$ cat src/rtl/shift_seq_pkg.sv
// Shared op encodings, FSM state encoding and the op-to-shifter-control mapping.
package shift_seq_pkg;

  localparam logic [2:0] OP_LSL = 3'b000;
  localparam logic [2:0] OP_LSR = 3'b001;
  localparam logic [2:0] OP_ASL = 3'b010;
  localparam logic [2:0] OP_ASR = 3'b011;
  localparam logic [2:0] OP_ROL = 3'b100;
  localparam logic [2:0] OP_ROR = 3'b101;

  typedef enum logic [1:0] {
    ST_IDLE  = 2'd0,
    ST_SHIFT = 2'd1,
    ST_DONE  = 2'd2
  } state_t;

  // Returns {Rin, Lin, Ain, Bin}; rotates drive neither Ain nor Bin.
  function automatic logic [3:0] op_ctrl(input logic [2:0] op);
    logic [3:0] ctrl;
    case (op)
      OP_LSL:  ctrl = 4'b0101;
      OP_LSR:  ctrl = 4'b1001;
      OP_ASL:  ctrl = 4'b0110;
      OP_ASR:  ctrl = 4'b1010;
      OP_ROL:  ctrl = 4'b0100;
      OP_ROR:  ctrl = 4'b1000;
      default: ctrl = 4'b0000;
    endcase
    return ctrl;
  endfunction

endpackage

$ cat src/rtl/shift_sequencer_if.sv
// Request/response bundle between a requester (master) and shift_sequencer (slave).
interface shift_sequencer_if #(
  parameter int WIDTH = 16,
  parameter int CNT_W = 4
);
  logic             start;
  logic [2:0]       op;
  logic [CNT_W-1:0] count;
  logic [WIDTH-1:0] data_in;
  logic             carry_in;
  logic             busy;
  logic             done;
  logic [WIDTH-1:0] result;
  logic             carry_out;
  logic             op_err;

  modport master (
    output start, op, count, data_in, carry_in,
    input  busy, done, result, carry_out, op_err
  );

  modport slave (
    input  start, op, count, data_in, carry_in,
    output busy, done, result, carry_out, op_err
  );
endinterface

$ cat src/rtl/shift_seq_ctrl_decode.sv
// Combinational op decode into shifter direction/type controls plus a legal-op flag.
module shift_seq_ctrl_decode
  import shift_seq_pkg::*;
(
  input  logic [2:0] op,
  output logic       rin,
  output logic       lin,
  output logic       ain,
  output logic       bin,
  output logic       legal
);
  assign {rin, lin, ain, bin} = op_ctrl(op);
  assign legal = (op[2:1] != 2'b11);
endmodule

$ cat src/rtl/shift_sequencer.sv
// shift_sequencer: steps an external single-bit shifter count times (SHIFT_SEQ_ABORT_EN adds abort).
// Done N+1 cycles after accept (1 for count 0 / illegal op); start is dropped, not queued, while busy.
module shift_sequencer
  import shift_seq_pkg::*;
#(
  parameter int WIDTH = 16,
  parameter int CNT_W = 4
) (
  input  logic             clk,
  input  logic             rst_n,
`ifdef SHIFT_SEQ_ABORT_EN
  input  logic             abort,
`endif
  shift_sequencer_if.slave req,
  output logic [WIDTH-1:0] A_bus_o,
  output logic             Rin_o,
  output logic             Lin_o,
  output logic             Ain_o,
  output logic             Bin_o,
  output logic             Cin_o,
  output logic             Din_o,
  output logic             Ein_o,
  output logic             SHS_o,
  input  logic [WIDTH-1:0] sh_result,
  input  logic             sh_cf
);

  state_t           state;
  logic [WIDTH-1:0] work;
  logic             carry;
  logic [CNT_W-1:0] count_q;
  logic [CNT_W:0]   step;
  logic [3:0]       ctrl_q;
  logic [WIDTH-1:0] result_q;
  logic             carry_q;
  logic             op_err_q;

  logic d_rin, d_lin, d_ain, d_bin, legal;
  logic abort_hit;
  logic in_shift;

  shift_seq_ctrl_decode u_decode (
    .op    (req.op),
    .rin   (d_rin),
    .lin   (d_lin),
    .ain   (d_ain),
    .bin   (d_bin),
    .legal (legal)
  );

`ifdef SHIFT_SEQ_ABORT_EN
  assign abort_hit = abort;
`else
  assign abort_hit = 1'b0;
`endif

  always_ff @(posedge clk) begin
    if (!rst_n) begin
      state    <= ST_IDLE;
      work     <= '0;
      carry    <= 1'b0;
      count_q  <= '0;
      step     <= '0;
      ctrl_q   <= '0;
      result_q <= '0;
      carry_q  <= 1'b0;
      op_err_q <= 1'b0;
    end else begin
      case (state)
        ST_IDLE: begin
          if (req.start) begin
            work    <= req.data_in;
            carry   <= req.carry_in;
            count_q <= req.count;
            step    <= '0;
            ctrl_q  <= {d_rin, d_lin, d_ain, d_bin};
            if (legal && (req.count != '0)) begin
              state <= ST_SHIFT;
            end else begin
              // Nothing to shift: the captured operand is the answer.
              state    <= ST_DONE;
              result_q <= req.data_in;
              carry_q  <= req.carry_in;
              op_err_q <= ~legal;
            end
          end
        end
        ST_SHIFT: begin
          if (abort_hit) begin
            state <= ST_IDLE;
          end else begin
            work  <= sh_result;
            carry <= sh_cf;
            step  <= step + 1'b1;
            if ((step + 1'b1) == {1'b0, count_q}) begin
              state    <= ST_DONE;
              result_q <= sh_result;
              carry_q  <= sh_cf;
              op_err_q <= 1'b0;
            end
          end
        end
        ST_DONE: state <= ST_IDLE;
        default: state <= ST_IDLE;
      endcase
    end
  end

  assign in_shift = (state == ST_SHIFT);

  assign A_bus_o = in_shift ? work : '0;
  assign {Rin_o, Lin_o, Ain_o, Bin_o} = in_shift ? ctrl_q : 4'b0000;
  assign Cin_o   = in_shift & carry;
  assign Din_o   = 1'b0;
  assign Ein_o   = 1'b0;
  assign SHS_o   = in_shift;

  assign req.busy      = (state != ST_IDLE);
  assign req.done      = (state == ST_DONE);
  assign req.result    = result_q;
  assign req.carry_out = carry_q;
  assign req.op_err    = op_err_q;

endmodule

$ cat src/flat_wrapper.sv
// flat-port wrapper written by rule: the top's interface ports become plain ports
module shift_sequencer_flat import shift_seq_pkg::*;
#(
  parameter int WIDTH = 16,
  parameter int CNT_W = 4
)
  (clk, rst_n, A_bus_o, Rin_o, Lin_o, Ain_o, Bin_o, Cin_o, Din_o, Ein_o, SHS_o, sh_result, sh_cf, req_start, req_op, req_count, req_data_in, req_carry_in, req_busy, req_done, req_result, req_carry_out, req_op_err);
  shift_sequencer_if #(.WIDTH(WIDTH), .CNT_W(CNT_W)) req_i ();
  input  logic clk;
  input  logic rst_n;
  output logic [WIDTH-1:0] A_bus_o;
  output logic Rin_o;
  output logic Lin_o;
  output logic Ain_o;
  output logic Bin_o;
  output logic Cin_o;
  output logic Din_o;
  output logic Ein_o;
  output logic SHS_o;
  input  logic [WIDTH-1:0] sh_result;
  input  logic sh_cf;
  input wire logic [$bits(req_i.start)-1:0] req_start;
  input wire logic [$bits(req_i.op)-1:0] req_op;
  input wire logic [$bits(req_i.count)-1:0] req_count;
  input wire logic [$bits(req_i.data_in)-1:0] req_data_in;
  input wire logic [$bits(req_i.carry_in)-1:0] req_carry_in;
  output wire logic [$bits(req_i.busy)-1:0] req_busy;
  output wire logic [$bits(req_i.done)-1:0] req_done;
  output wire logic [$bits(req_i.result)-1:0] req_result;
  output wire logic [$bits(req_i.carry_out)-1:0] req_carry_out;
  output wire logic [$bits(req_i.op_err)-1:0] req_op_err;
  assign req_i.start = req_start;
  assign req_i.op = req_op;
  assign req_i.count = req_count;
  assign req_i.data_in = req_data_in;
  assign req_i.carry_in = req_carry_in;
  assign req_busy = req_i.busy;
  assign req_done = req_i.done;
  assign req_result = req_i.result;
  assign req_carry_out = req_i.carry_out;
  assign req_op_err = req_i.op_err;
  shift_sequencer #(.WIDTH(WIDTH), .CNT_W(CNT_W)) u_core (.clk(clk), .rst_n(rst_n), .req(req_i), .A_bus_o(A_bus_o), .Rin_o(Rin_o), .Lin_o(Lin_o), .Ain_o(Ain_o), .Bin_o(Bin_o), .Cin_o(Cin_o), .Din_o(Din_o), .Ein_o(Ein_o), .SHS_o(SHS_o), .sh_result(sh_result), .sh_cf(sh_cf));
endmodule
$ cat config.mk
export PLATFORM = sky130hd
export DESIGN_NAME = shift_sequencer_flat
export DESIGN_NICKNAME = d
export VERILOG_FILES = /design/src/rtl/shift_seq_pkg.sv /design/src/rtl/shift_sequencer_if.sv /design/src/rtl/shift_seq_ctrl_decode.sv /design/src/rtl/shift_sequencer.sv /design/src/flat_wrapper.sv
export SDC_FILE = /design/constraint.sdc
export NUM_CORES = 1
export LEC_CHECK = 0
export ABC_AREA = 1
export CORE_ASPECT_RATIO = 0.75
export CORE_MARGIN = 5
export CORE_UTILIZATION = 41
export CTS_CLUSTER_DIAMETER = 40
export DETAILED_ROUTE_END_ITERATION = 8
export PLACE_DENSITY_LB_ADDON = 0.2
export SYNTH_ARGS = -nofsm -noshare
export SYNTH_HDL_FRONTEND = slang
export SYNTH_HIERARCHICAL = 1
export SYNTH_SLANG_ARGS = --single-unit
export TNS_END_PERCENT = 50
$ cat constraint.sdc
create_clock -name clk -period 2.4 [get_ports clk]
set_input_delay 0.36 -clock clk [delete_from_list [all_inputs] [get_ports clk]]
set_output_delay 0.36 -clock clk [all_outputs]
set_load 0.02 [all_outputs]
* Word-level counts from Yosys, hierarchy flattened
Cells that the tools add are included. W data, S select, Z words.
Storage, ports and cells: register bits after elaboration 50, input bits 44, logic and storage cells 59
Operators by class: $add $sub $neg 1, eq/ne operators 12, mux-type cells 25, bitwise gates (word level) 2, reduce and logical (&&, ||, !) cells 10
Operators by type and width (number):
- $mux W16 | 5
- $pmux W16 S2 | 2
- $pmux W4 S6 | 1
- $pmux W5 S2 | 1
- $ne A2 B2 Y1 const B | 4
- $mux W1 | 7
- $eq A3 B2 Y1 const B | 2
- $eq A3 B3 Y1 const B | 2
- $mux W2 | 3
- $pmux W1 S2 | 3
- $reduce_and A2 Y1 | 3
- $add A5 B1 Y5 const B | 1
- $eq A5 B4 Y1 | 1
- $mux W5 | 1
- $mux W4 | 1
- $pmux W2 S2 | 1
- $reduce_and A4 Y1 | 1
- $reduce_bool A2 Y1 | 2
- $reduce_bool A4 Y1 | 1
- $eq A3 B1 Y1 const B | 1
- $logic_not A3 Y1 | 1
- $eq A2 B1 Y1 const B | 1
- $eq A2 B2 Y1 const B | 1
- $logic_not A2 Y1 | 1
- 3 further kinds | 3

* Longest topological paths before layout
word-level depth 5, mapped depth 13, gate-level depth less buffers 12

* Modules after synthesis
Netlist, hierarchy kept.
Modules (own cells, without submodules):
- shift_sequencer | times used 1, cells an instance 333, area an instance 2487.4 µm²
- shift_seq_ctrl_decode | times used 1, cells an instance 7, area an instance 31.3 µm²

* Least setup slack after synthesis
Ideal clock, no wire load.
kind register -> register, start point reg u_core.step[0], end point reg u_core.result_q[10] (netlist: u_core/req.result[10]), library setup time 113 ps, arrival 1461 ps, data required time 2287 ps, slack 826 ps, stages on the path, launching flop included 14, path buffers 2, clock period less this slack 1574 ps, cells stage by stage dfxtp_1 -> ha_1 -> inv_1 -> nand2_1 -> nand2_1 -> nor2_1 -> nand2_1 -> nor2_1 -> nand2_1 -> nand2_2 -> buf_6 -> buf_12 -> a21oi_2 -> nor2_1
On the way: longest elaborated chain between the ends 4
RTL lines:
- from (decl) | line shift_sequencer.sv:32 | logic [CNT_W:0] step;
- from (signal assigned) | line shift_sequencer.sv:94 | step <= step + 1'b1;
- $add A5 B1 Y5 | line shift_sequencer.sv:95 | if ((step + 1'b1) == {1'b0, count_q}) begin
- $eq A5 B4 Y1 | line shift_sequencer.sv:95
- $ne A2 B2 Y1 (no line)
- $reduce_and A4 Y1 (no line)
- to (signal assigned) | line shift_sequencer.sv:82 | result_q <= req.data_in;
- to (signal assigned) | line shift_sequencer.sv:97 | result_q <= sh_result;
- to (decl) | line shift_sequencer.sv:34 | logic [WIDTH-1:0] result_q;
No other way between the ends. A chain may end at the register's enable or synchronous reset.

* Final worst setup path
start point reg u_core.state[0], end point out A_bus_o[15]
On the way: longest elaborated chain between the ends 2
RTL lines:
- from (decl) | line shift_sequencer.sv:28 | state_t state;
- from (signal assigned) | line shift_sequencer.sv:59 | state <= ST_IDLE;
- from (signal assigned) | line shift_sequencer.sv:78 | state <= ST_SHIFT;
- from (signal assigned) | line shift_sequencer.sv:81 | state <= ST_DONE;
- $eq A2 B1 Y1 | line shift_sequencer.sv:109 | assign in_shift = (state == ST_SHIFT);
- $mux W16 | line shift_sequencer.sv:111 | assign A_bus_o = in_shift ? work : '0;
- to (decl) | line flat_wrapper.sv:11 | output logic [WIDTH-1:0] A_bus_o;
No other way between the ends.

==> results.sh <==
export IMPL_cp_slowest_stage_delay_ns=0.62
export IMPL_finClkSkew_ns=0.004762
export IMPL_leakage_nw=1.358
export IMPL_diodes=0
export IMPL_ctsResizeCount=0
export IMPL_first_global_vias=2129
export IMPL_crit_cells=5
export IMPL_path_class="register to primary output"
export IMPL_avgViaCountPerCell=4.727
export IMPL_die_x_um=100.5
export IMPL_power_density_mw_per_mm2=680.4
export IMPL_routedWlPerCell_um=13.48
export IMPL_grt_max_degree=46
export IMPL_hold_path_class="register to register"
export IMPL_drtIter0Drc=126
export IMPL_grt_antenna_before_repair=0
export IMPL_fin_tns_setup_ns=0
export IMPL_h_tree_depth=2
export IMPL_syn_avg_cell_area_um2=7.408
export IMPL_setup_viol=0
export IMPL_dp_cells=486
export IMPL_start_util_pct=42.79
export IMPL_core_mm2=0.005886
export IMPL_critical_path_top_delay_family="buffers and inverters"
export IMPL_ant_nets=0
export IMPL_slew_violations=0
export IMPL_rows=24
export IMPL_die_h_um=77.88
export IMPL_ys_ff_latch=50
export IMPL_cp_num_buf_inv=3
export IMPL_cts_tree="done"
export IMPL_whs_ns=0.4575
export IMPL_syn_inst=340
export IMPL_ctsHoldBuffers=0
export IMPL_clkTransAtPathRegs_ns=0.09
export IMPL_fin_crit_sh_pct=90.92
export IMPL_drive_gt1_share_pct=9.856
export IMPL_num_vias=2335
export IMPL_arrival_ns=1.82
export IMPL_critPathLaunchType="register"
export IMPL_yosys_warnings=6
export IMPL_synthToLayoutAreaGrowth_pct=37.61
export IMPL_cts_made_buffers=5
export IMPL_crit_path_frequent_cell="inv_2"
export IMPL_dp_hpwl_um=4934
export IMPL_clk_path_buf_depth=2
export IMPL_gr_total_overflow=0
export IMPL_path_cells="inv_2, nor2_4, inv_2, nor2_1, clkdlybuf4s50_1"
export IMPL_min_period_ns=2.182
export IMPL_clockRootBuffer="clkbuf_8"
export IMPL_final_common_cell="clkdlybuf4s50_1"
export IMPL_grt_total_usage_pct=16.96
export IMPL_peakVddDrop_uv=304.6
export IMPL_async_flop_share_pct=0
export IMPL_drc=0
export IMPL_layout_setup_ws_ns=0.2180
export IMPL_pre_cts_slack_ns=0.3810
export IMPL_final_nets=460
export IMPL_clock_sinks=50
export IMPL_synth_edff_count=0
export IMPL_final_cell_mix="clkdlybuf4s50_1, dfxtp_1, nor2_1, nand2_1, inv_1"
export IMPL_drt_first_pass_iters=5
export IMPL_grt_pass1_wl_um=10650
export IMPL_synth_seq_area_share_pct=39.74
export IMPL_cp_slowest_cell="clkdlybuf4s50_1"
export IMPL_synth_cell_types=26
export IMPL_synth_flop_cell="dfxtp_1"
export IMPL_end_kind="primary output"
export IMPL_die_area_mm2=0.007826
export IMPL_cp_max_fo=23
export IMPL_worst_r2r_setup_slack_ns=0.51
export IMPL_cts_setup_buffers=0
export IMPL_routed_wl_um=6661
export IMPL_maxCapViolations=0
export IMPL_io_pin_count=88
export IMPL_clkLatencyLatePin_ns=0.31
export IMPL_hold_viol=0
export IMPL_fmax_mhz=458.3
export IMPL_syn_cell_area_mm2=0.002519
export IMPL_portBuffers=85
export IMPL_rsz0062_at_grt="false"
export IMPL_ff2ff_path_depth=11
export IMPL_worstPathRequired_ns=2.04
export IMPL_fin_cells=494
export IMPL_status="finished, final reports clean"
export IMPL_whs_path_depth=2
export IMPL_routabilityCongestion=0.8417
==> flip-flops by register name (all words and copies together), names as in the netlist <==
signal,cells
u_core/req.carry_out,1
u_core/carry,1
u_core/state,2
u_core/req.result,16
u_core/req.op_err,1
u_core/step,5
u_core/ctrl_q,4
u_core/work,16
u_core/count_q,4
==> logic make-up (layout without fill, tap and decap cells) <==
group | count (synthesis) | in the layout | share of synthesized area, %
AOI/OAI and AO/OA | 76 | 76 | 17.78
adders and majority gates | 1 | 1 | 0.4967
buffers and inverters | 64 | 139 | 12.77
DFF | 50 | 50 | 39.74
muxes | 17 | 17 | 6.756
other | 1 | 2 | 0.1489
and+or+nand+nor | 131 | 131 | 22.31
==> power breakdown <==
group,switching [mW],internal [mW],leakage (nW)
clock network,0.281,0.311,0.0514
logic,0.424,0.338,0.894
registers,0.0668,0.937,0.412
total,0.772,1.59,1.36
==> per-stage QoR <==
stage / util (%) / total power [mW] / instance area [um2]
floorplan: - / 1.519 / 2522
global placement: 57.02 / 1.775 / 3356
detailed placement: 57.02 / 1.783 / 3356
CTS: 58.89 / 2.376 / 3466
global route: 58.89 / 2.491 / 3466
finish: 58.89 / 2.358 / 3466
==> worst reg2reg max path, stage by stage (launching register included) <==
cell and delay, ns:
dfxtp_1 0.49, ha_1 0.28, nand4_1 0.14, nand2_1 0.12
nand2_1 0.06, nor2_1 0.08, nand2_1 0.08, nand2_2 0.08
buf_12 0.21, nand3_1 0.13, nand2_1 0.09, nor2_1 0.04
==> synth_stat cells (5+ instances only) <==
master	count	area, um2
dfxtp_1	50	1001
a21oi_1	32	160.2
nand3_1	27	135.1
clkbuf_1	9	33.78
nand2_1	45	168.9
buf_4	5	37.54
mux2i_1	17	170.2
o21ai_1	12	60.06
a21oi_2	18	157.7
o21ai_0	14	70.07
inv_1	36	135.1
nor2_1	49	183.9
==> layout make-up <==
cell class / instances / area [um2]
sequential: 50 / 1001
inverter: 41 / 156.4
multi-input combinational: 227 / 1200
timing repair buffer: 90 / 900.9
clock inverter: 2 / 37.54
fill: 555 / 2420
clock buffer: 6 / 72.57
tap: 78 / 97.59
==> routing by layer <==
layer	wire length [um]	vias to the layer above	part of all wire [%]	track usage, %
met5	0	-	0	0
met4	65	0	0.98	4.038
met3	399	8	6.0	4.211
met2	2818	68	42	23.48
met1	3376	1022	51	26.01
li1	-	1237	-	-
==> path summary, 6_finish.rpt <==
| path | start | end |
|---|---|---|
| min | u_core/ctrl_q[1] | u_core/ctrl_q[1] |
| min reg2reg | u_core/ctrl_q[1] | u_core/ctrl_q[1] |
| max | u_core/state[0] | A_bus_o[15] |
| max reg2reg | u_core/step[0] | u_core/req.result[3] |
(Power assumes the default switching activity.)
